### src/rtl/flame_sequencer.sv
// -----------------------------------------------------------------------------
// flame_sequencer
//
// Sequences a single bomb explosion for the flame sprite renderer. A detonate
// pulse latches the (clamped) bomb position, then the block walks the flame
// sprite index through grow (0..3), hold (4), and shrink (3..0), advancing one
// step every FRAMES_PER_SPRITE frame ticks. While idle the sprite is parked
// off-screen at (-64, -64) so the renderer emits its transparency code.
//
// Optional build macro:
//   FLAME_HOLD_FLICKER_EN - when defined, the sprite alternates 4,3,4,3...
//                           at each step end during HOLD (same duration).
//
// Ports:
//   clk            pixel clock
//   reset_n        asynchronous active-low reset
//   frame_tick     one-cycle pulse per video frame (start of vblank)
//   detonate       one-cycle pulse, starts an explosion when idle
//   bomb_X/bomb_Y  signed sprite top-left position, sampled on detonate
//   flame_centerX  signed X position to the renderer (registered)
//   flame_centerY  signed Y position to the renderer (registered)
//   sprite_num     sprite index 0..4 to the renderer (registered)
//   flame_active   high while an explosion is in progress (registered)
//   done           one-cycle pulse at the end of an explosion (registered)
// -----------------------------------------------------------------------------
module flame_sequencer #(
  parameter int FRAMES_PER_SPRITE = 4,
  parameter int HOLD_STEPS        = 2,
  parameter int HACTIVE           = 800,
  parameter int VACTIVE           = 600
) (
  input  logic               clk,
  input  logic               reset_n,
  input  logic               frame_tick,
  input  logic               detonate,
  input  logic signed [10:0] bomb_X,
  input  logic signed [10:0] bomb_Y,
  output logic signed [10:0] flame_centerX,
  output logic signed [10:0] flame_centerY,
  output logic        [2:0]  sprite_num,
  output logic               flame_active,
  output logic               done
);

  // Counter widths never drop to zero, even for a one-frame / one-step setup.
  localparam int FW = (FRAMES_PER_SPRITE > 1) ? $clog2(FRAMES_PER_SPRITE) : 1;
  localparam int HW = (HOLD_STEPS > 1) ? $clog2(HOLD_STEPS) : 1;

  localparam logic [FW-1:0] FRAME_LAST = FW'(FRAMES_PER_SPRITE - 1);
  localparam logic [HW-1:0] HOLD_LAST  = HW'(HOLD_STEPS - 1);

  // Largest legal top-left coordinate keeps the 32-pixel sprite on screen.
  localparam logic signed [10:0] X_MAX      = 11'(HACTIVE - 32);
  localparam logic signed [10:0] Y_MAX      = 11'(VACTIVE - 32);
  localparam logic signed [10:0] OFF_SCREEN = -11'sd64;

  typedef enum logic [1:0] {
    ST_IDLE   = 2'd0,
    ST_GROW   = 2'd1,
    ST_HOLD   = 2'd2,
    ST_SHRINK = 2'd3
  } state_t;

  // Signed clamp into [0, hi]; negative positions snap to the left/top edge.
  function automatic logic signed [10:0] clamp_pos(
    input logic signed [10:0] value,
    input logic signed [10:0] hi
  );
    logic signed [10:0] result;
    if (value < 11'sd0) begin
      result = 11'sd0;
    end else if (value > hi) begin
      result = hi;
    end else begin
      result = value;
    end
    return result;
  endfunction

  state_t               state_r,     state_s;
  logic [FW-1:0]        frame_cnt_r, frame_cnt_s;
  logic [HW-1:0]        hold_cnt_r,  hold_cnt_s;
  logic [2:0]           sprite_r,    sprite_s;
  logic signed [10:0]   pos_x_r,     pos_x_s;
  logic signed [10:0]   pos_y_r,     pos_y_s;
  logic                 active_r,    active_s;
  logic                 done_r,      done_s;
  logic                 step_end_s;

  // A step ends on the frame tick that completes the frame count; idle ticks never count.
  assign step_end_s = frame_tick && (state_r != ST_IDLE) && (frame_cnt_r == FRAME_LAST);

  // Next-state and next-output logic for the explosion sequencer.
  always_comb begin
    state_s     = state_r;
    frame_cnt_s = frame_cnt_r;
    hold_cnt_s  = hold_cnt_r;
    sprite_s    = sprite_r;
    pos_x_s     = pos_x_r;
    pos_y_s     = pos_y_r;
    active_s    = active_r;
    done_s      = 1'b0;

    // Frame counter runs only while an explosion is in progress.
    if ((state_r != ST_IDLE) && frame_tick) begin
      if (step_end_s) begin
        frame_cnt_s = '0;
      end else begin
        frame_cnt_s = frame_cnt_r + FW'(1);
      end
    end else begin
      frame_cnt_s = frame_cnt_r;
    end

    case (state_r)
      ST_IDLE: begin
        // A tick arriving with detonate is dropped: the counter starts clean.
        if (detonate) begin
          state_s     = ST_GROW;
          pos_x_s     = clamp_pos(bomb_X, X_MAX);
          pos_y_s     = clamp_pos(bomb_Y, Y_MAX);
          sprite_s    = 3'd0;
          frame_cnt_s = '0;
          hold_cnt_s  = '0;
          active_s    = 1'b1;
        end else begin
          state_s = ST_IDLE;
        end
      end

      ST_GROW: begin
        if (step_end_s) begin
          sprite_s = sprite_r + 3'd1;
          if (sprite_r == 3'd3) begin
            state_s    = ST_HOLD;
            hold_cnt_s = '0;
          end else begin
            state_s = ST_GROW;
          end
        end else begin
          state_s = ST_GROW;
        end
      end

      ST_HOLD: begin
        if (step_end_s) begin
          if (hold_cnt_r == HOLD_LAST) begin
            // Shrink always begins at 3, whatever the hold phase showed last.
            state_s  = ST_SHRINK;
            sprite_s = 3'd3;
          end else begin
            state_s    = ST_HOLD;
            hold_cnt_s = hold_cnt_r + HW'(1);
`ifdef FLAME_HOLD_FLICKER_EN
            sprite_s   = (sprite_r == 3'd4) ? 3'd3 : 3'd4;
`else
            sprite_s   = 3'd4;
`endif
          end
        end else begin
          state_s = ST_HOLD;
        end
      end

      ST_SHRINK: begin
        if (step_end_s) begin
          if (sprite_r == 3'd0) begin
            // Explosion over: park off-screen and pulse done; detonate this
            // cycle is ignored because the FSM is not idle yet.
            state_s  = ST_IDLE;
            done_s   = 1'b1;
            active_s = 1'b0;
            pos_x_s  = OFF_SCREEN;
            pos_y_s  = OFF_SCREEN;
          end else begin
            state_s  = ST_SHRINK;
            sprite_s = sprite_r - 3'd1;
          end
        end else begin
          state_s = ST_SHRINK;
        end
      end

      default: begin
        state_s     = ST_IDLE;
        frame_cnt_s = '0;
        hold_cnt_s  = '0;
        sprite_s    = 3'd0;
        pos_x_s     = OFF_SCREEN;
        pos_y_s     = OFF_SCREEN;
        active_s    = 1'b0;
      end
    endcase
  end

  // State and output registers; reset parks the sprite off-screen.
  always_ff @(posedge clk or negedge reset_n) begin
    if (!reset_n) begin
      state_r     <= ST_IDLE;
      frame_cnt_r <= '0;
      hold_cnt_r  <= '0;
      sprite_r    <= 3'd0;
      pos_x_r     <= OFF_SCREEN;
      pos_y_r     <= OFF_SCREEN;
      active_r    <= 1'b0;
      done_r      <= 1'b0;
    end else begin
      state_r     <= state_s;
      frame_cnt_r <= frame_cnt_s;
      hold_cnt_r  <= hold_cnt_s;
      sprite_r    <= sprite_s;
      pos_x_r     <= pos_x_s;
      pos_y_r     <= pos_y_s;
      active_r    <= active_s;
      done_r      <= done_s;
    end
  end

  assign flame_centerX = pos_x_r;
  assign flame_centerY = pos_y_r;
  assign sprite_num    = sprite_r;
  assign flame_active  = active_r;
  assign done          = done_r;

endmodule

### config.mk
export PLATFORM = sky130hd
export DESIGN_NAME = flame_sequencer
export DESIGN_NICKNAME = d
export VERILOG_FILES = /design/src/rtl/flame_sequencer.sv
export SDC_FILE = /design/constraint.sdc
export NUM_CORES = 1
export LEC_CHECK = 0
export CAP_MARGIN = 20
export CORE_MARGIN = 3
export CORE_UTILIZATION = 31
export DETAILED_ROUTE_END_ITERATION = 10
export GPL_ROUTABILITY_DRIVEN = 0
export PLACE_DENSITY = 0.59
export SLEW_MARGIN = 10
export SYNTH_ARGS = -nofsm -noshare
export SYNTH_HDL_FRONTEND = slang
export SYNTH_SLANG_ARGS = --single-unit
export TNS_END_PERCENT = 30
### constraint.sdc
create_clock -name clk -period 4.5 [get_ports clk]
set_input_delay 0.675 -clock clk [delete_from_list [all_inputs] [get_ports clk]]
set_output_delay 0.675 -clock clk [all_outputs]
set_load 0.02 [all_outputs]
==> impl_metrics.toml <==
[synth]
synthesis.nets = 170
netlist_area_mm2 = 0.00150
yosysWarnings = 0
synth_top_area_share_pct = 36.6
avgSynthCellArea_um2 = 10.6
ys_seq_elements = 31
synthDistinctLibCells = 39
yosysTopAreaCell = "dfrtp_1"
ys_top_cells_by_area = "dfrtp_1, dfstp_2, a2bb2oi_1"
synthCells = 142
ys_seq_area_share_pct = 52.3

[global_routing]
grt.overflow.total = 0
antenna_found_initial = 0
grt_pass1_wl_um = 6040
gr-usage-all-layers_pct = 14.0
grt_pass1_vias = 1285
grt_max_degree = 32

[setup_path]
cp_slowest_stage_delay_ps = 670
r2r_start = "state_r[0]"
cp_max_fo = 9
reg2reg_slack_ps = 2670
r2r-end = "sprite_num[1]"
path_cells = "clkdlybuf4s50_1"
crit_path_top_delay_cell = "clkdlybuf4s50_1"
r2r_cells = 5
cp-end-kind = "primary output"
path_class = "reg2out"
start_kind = "register"
cp_top_family = "buffers and inverters"
arrival_ps = 1480
critPathRequiredTime_ps = 3830
cp_num_buf_inv = 1

[timing]
fin_crit_sh_pct = 47.9
worstMarginPinSlew_ps = 502
max_slew_margin_pct = 66.5
fmax_mhz = 464
clock_skew_ps = 2.59
final-hold-violation-count = 0
fin_crit_ps = 2160
hold_ws_ps = 489
rsz0062_at_grt = "false"
setup_viol = 0
drv_slew = 0
setup_tns_ps = 0

[finish]
nFillCells = 410
utilization_pct = 48.2
drive_above_1_share_pct = 12.3
area_delta_synth_final_pct = 44.4
num_antenna_cells = 0
layout.cells.most_common_list = "clkdlybuf4s50_1, dfrtp_1, nand2_1"
multi_input_area_um2 = 656
layout_commonest_cell = "clkdlybuf4s50_1"
final_nets = 222
seq_area_um2 = 787

[die]
core_mm2 = 0.00450
io_pins = 53
die_area_mm2 = 0.00572
initial_core_util_pct = 33.4
fp.dieH_um = 75.7
die_w_um = 75.7
rows = 24

[cts]
clock-sinks = 31
cts_resized = 0
cts_max_level = 2
postCtsSetupRepairBufs = 0
insertion_delay_ps = 270
ctsHoldBuffers = 0
clk_pin_slew_worst_paths_ps = 60
root_buffer = "clkbuf_8"
cts_tree = "yes"
cts_made_buffers = 5
clock_path_buffers = 2

[outcome]
status = "completed"

[detailed_routing]
drc_errors = 0
wl_per_cell_um = 15.1
dr.pass1.iters = 4
routed_wl_um = 3730
antenna_left = 0
first_iter_violations = 41
vias = 1297
vias_per_cell = 5.25

[worst_hold_path]
holdPathEnd = "flame_active"
hp-start = "flame_active"
hold_depth = 1
hold_path.class = "reg2reg"

[run]
drv_cap = 0

[placement]
dp_hpwl_um = 2780
io_buffer_count = 52

[power]
p_per_area_mw_per_mm2 = 513
ir_drop_mv = 0.230
leakage_nw = 0.901
==> per-layer routing <==
metal / wire (um) / vias to the layer above / share of wire [%] / GRT usage (%)
met5: 0 / - / 0 / 0
met4: 69 / 0 / 1.9 / 4.66
met3: 255 / 10 / 6.8 / 4.49
met2: 1650 / 44 / 44 / 21.1
met1: 1760 / 614 / 47 / 19.0
li1: - / 629 / - / -
==> worst max-delay path by stage <==
stage | startpoint | slack [ps] | to | cells past startpoint
3_3_place_gp | frame_tick | 2190 | flame_centerX[1] | 6
3_5_place_dp | frame_tick | 2090 | flame_centerX[3] | 6
2_1_floorplan | state_r[1] | 2700 | sprite_num[1] | 7
4_1_cts | sprite_num[0] | 2340 | sprite_num[0] | 1
5_1_grt | sprite_num[0] | 2280 | sprite_num[0] | 1
6_report | sprite_num[0] | 2340 | sprite_num[0] | 1
==> where the power goes <==
group          switching (mW)  total (mW)  internal, mW
Combinational           0.187       0.399         0.212
Sequential             0.0664       0.441         0.375
Clock                  0.0966       0.275         0.179
Total                   0.350        1.12         0.765
==> area by class of cell <==
cell class	instances	share of cell area, %
multi-input combinational	99	30.2
sequential	31	36.2
clock buffer	6	3.80
tap	52	3.00
inverter	3	0.518
timing repair buffer	54	24.7
clock inverter	2	1.61
==> Yosys cell counts, drive strengths merged <==
master / instances
mux2: 2
nand3b: 3
o211ai: 1
ha: 1
nand4: 1
nor4b: 2
nor3: 4
a21o: 1
and3: 1
inv: 3
o21a: 2
a211oi: 1
a2bb2oi: 8
o21ai: 7
o22ai: 1
o311ai: 1
nand3: 6
a2111o: 1
and2: 1
mux2i: 3
dfstp: 9
nand2b: 5
buf: 6
a31oi: 2
nor2: 11
clkbuf: 3
o2bb2ai: 3
nand2: 15
fa: 1
a22o: 6
and4b: 1
a32o: 3
dfrtp: 22
a21oi: 5
==> logic make-up (layout without fill, tap and decap cells) <==
group / count (synthesis) / count (layout) / share of synthesized area (%)
and+or+nand+nor: 50 / 50 / 17.0
AOI/OAI and AO/OA: 42 / 42 / 21.0
DFF: 31 / 31 / 52.3
buffers and inverters: 12 / 65 / 4.08
muxes: 5 / 5 / 3.49
adders and majority gates: 2 / 2 / 2.16
==> stage by stage <==
step / instances / total power [mW] / worst slack [ps] / area, um^2
5_1_grt: 247 / 1.19 / 2280 / 2170
6_report: 247 / 1.12 / 2340 / 2170
3_5_place_dp: 239 / 0.847 / 2090 / 2050
2_1_floorplan: 142 / 0.650 / 2700 / 1500
4_1_cts: 247 / 1.13 / 2340 / 2170
3_3_place_gp: 239 / 0.834 / 2190 / 2050
==> state kept, by name (all words and copies together), names as in the netlist <==
register and count:
flame_centerY 10, flame_centerX 11, hold_cnt_r 1, done 1
sprite_num 3, frame_cnt_r 2, state_r 2, flame_active 1
==> worst reg2reg max path, delay by kind of cell (launching register included) <==
| kind | cells | cell delay [ps] |
|---|---|---|
| mux | 1 | 280 |
| compound gates | 1 | 80 |
| fa+ha+maj | 1 | 410 |
| flops | 1 | 640 |
| simple gates | 2 | 310 |
Power figures use the tool's default switching activity.
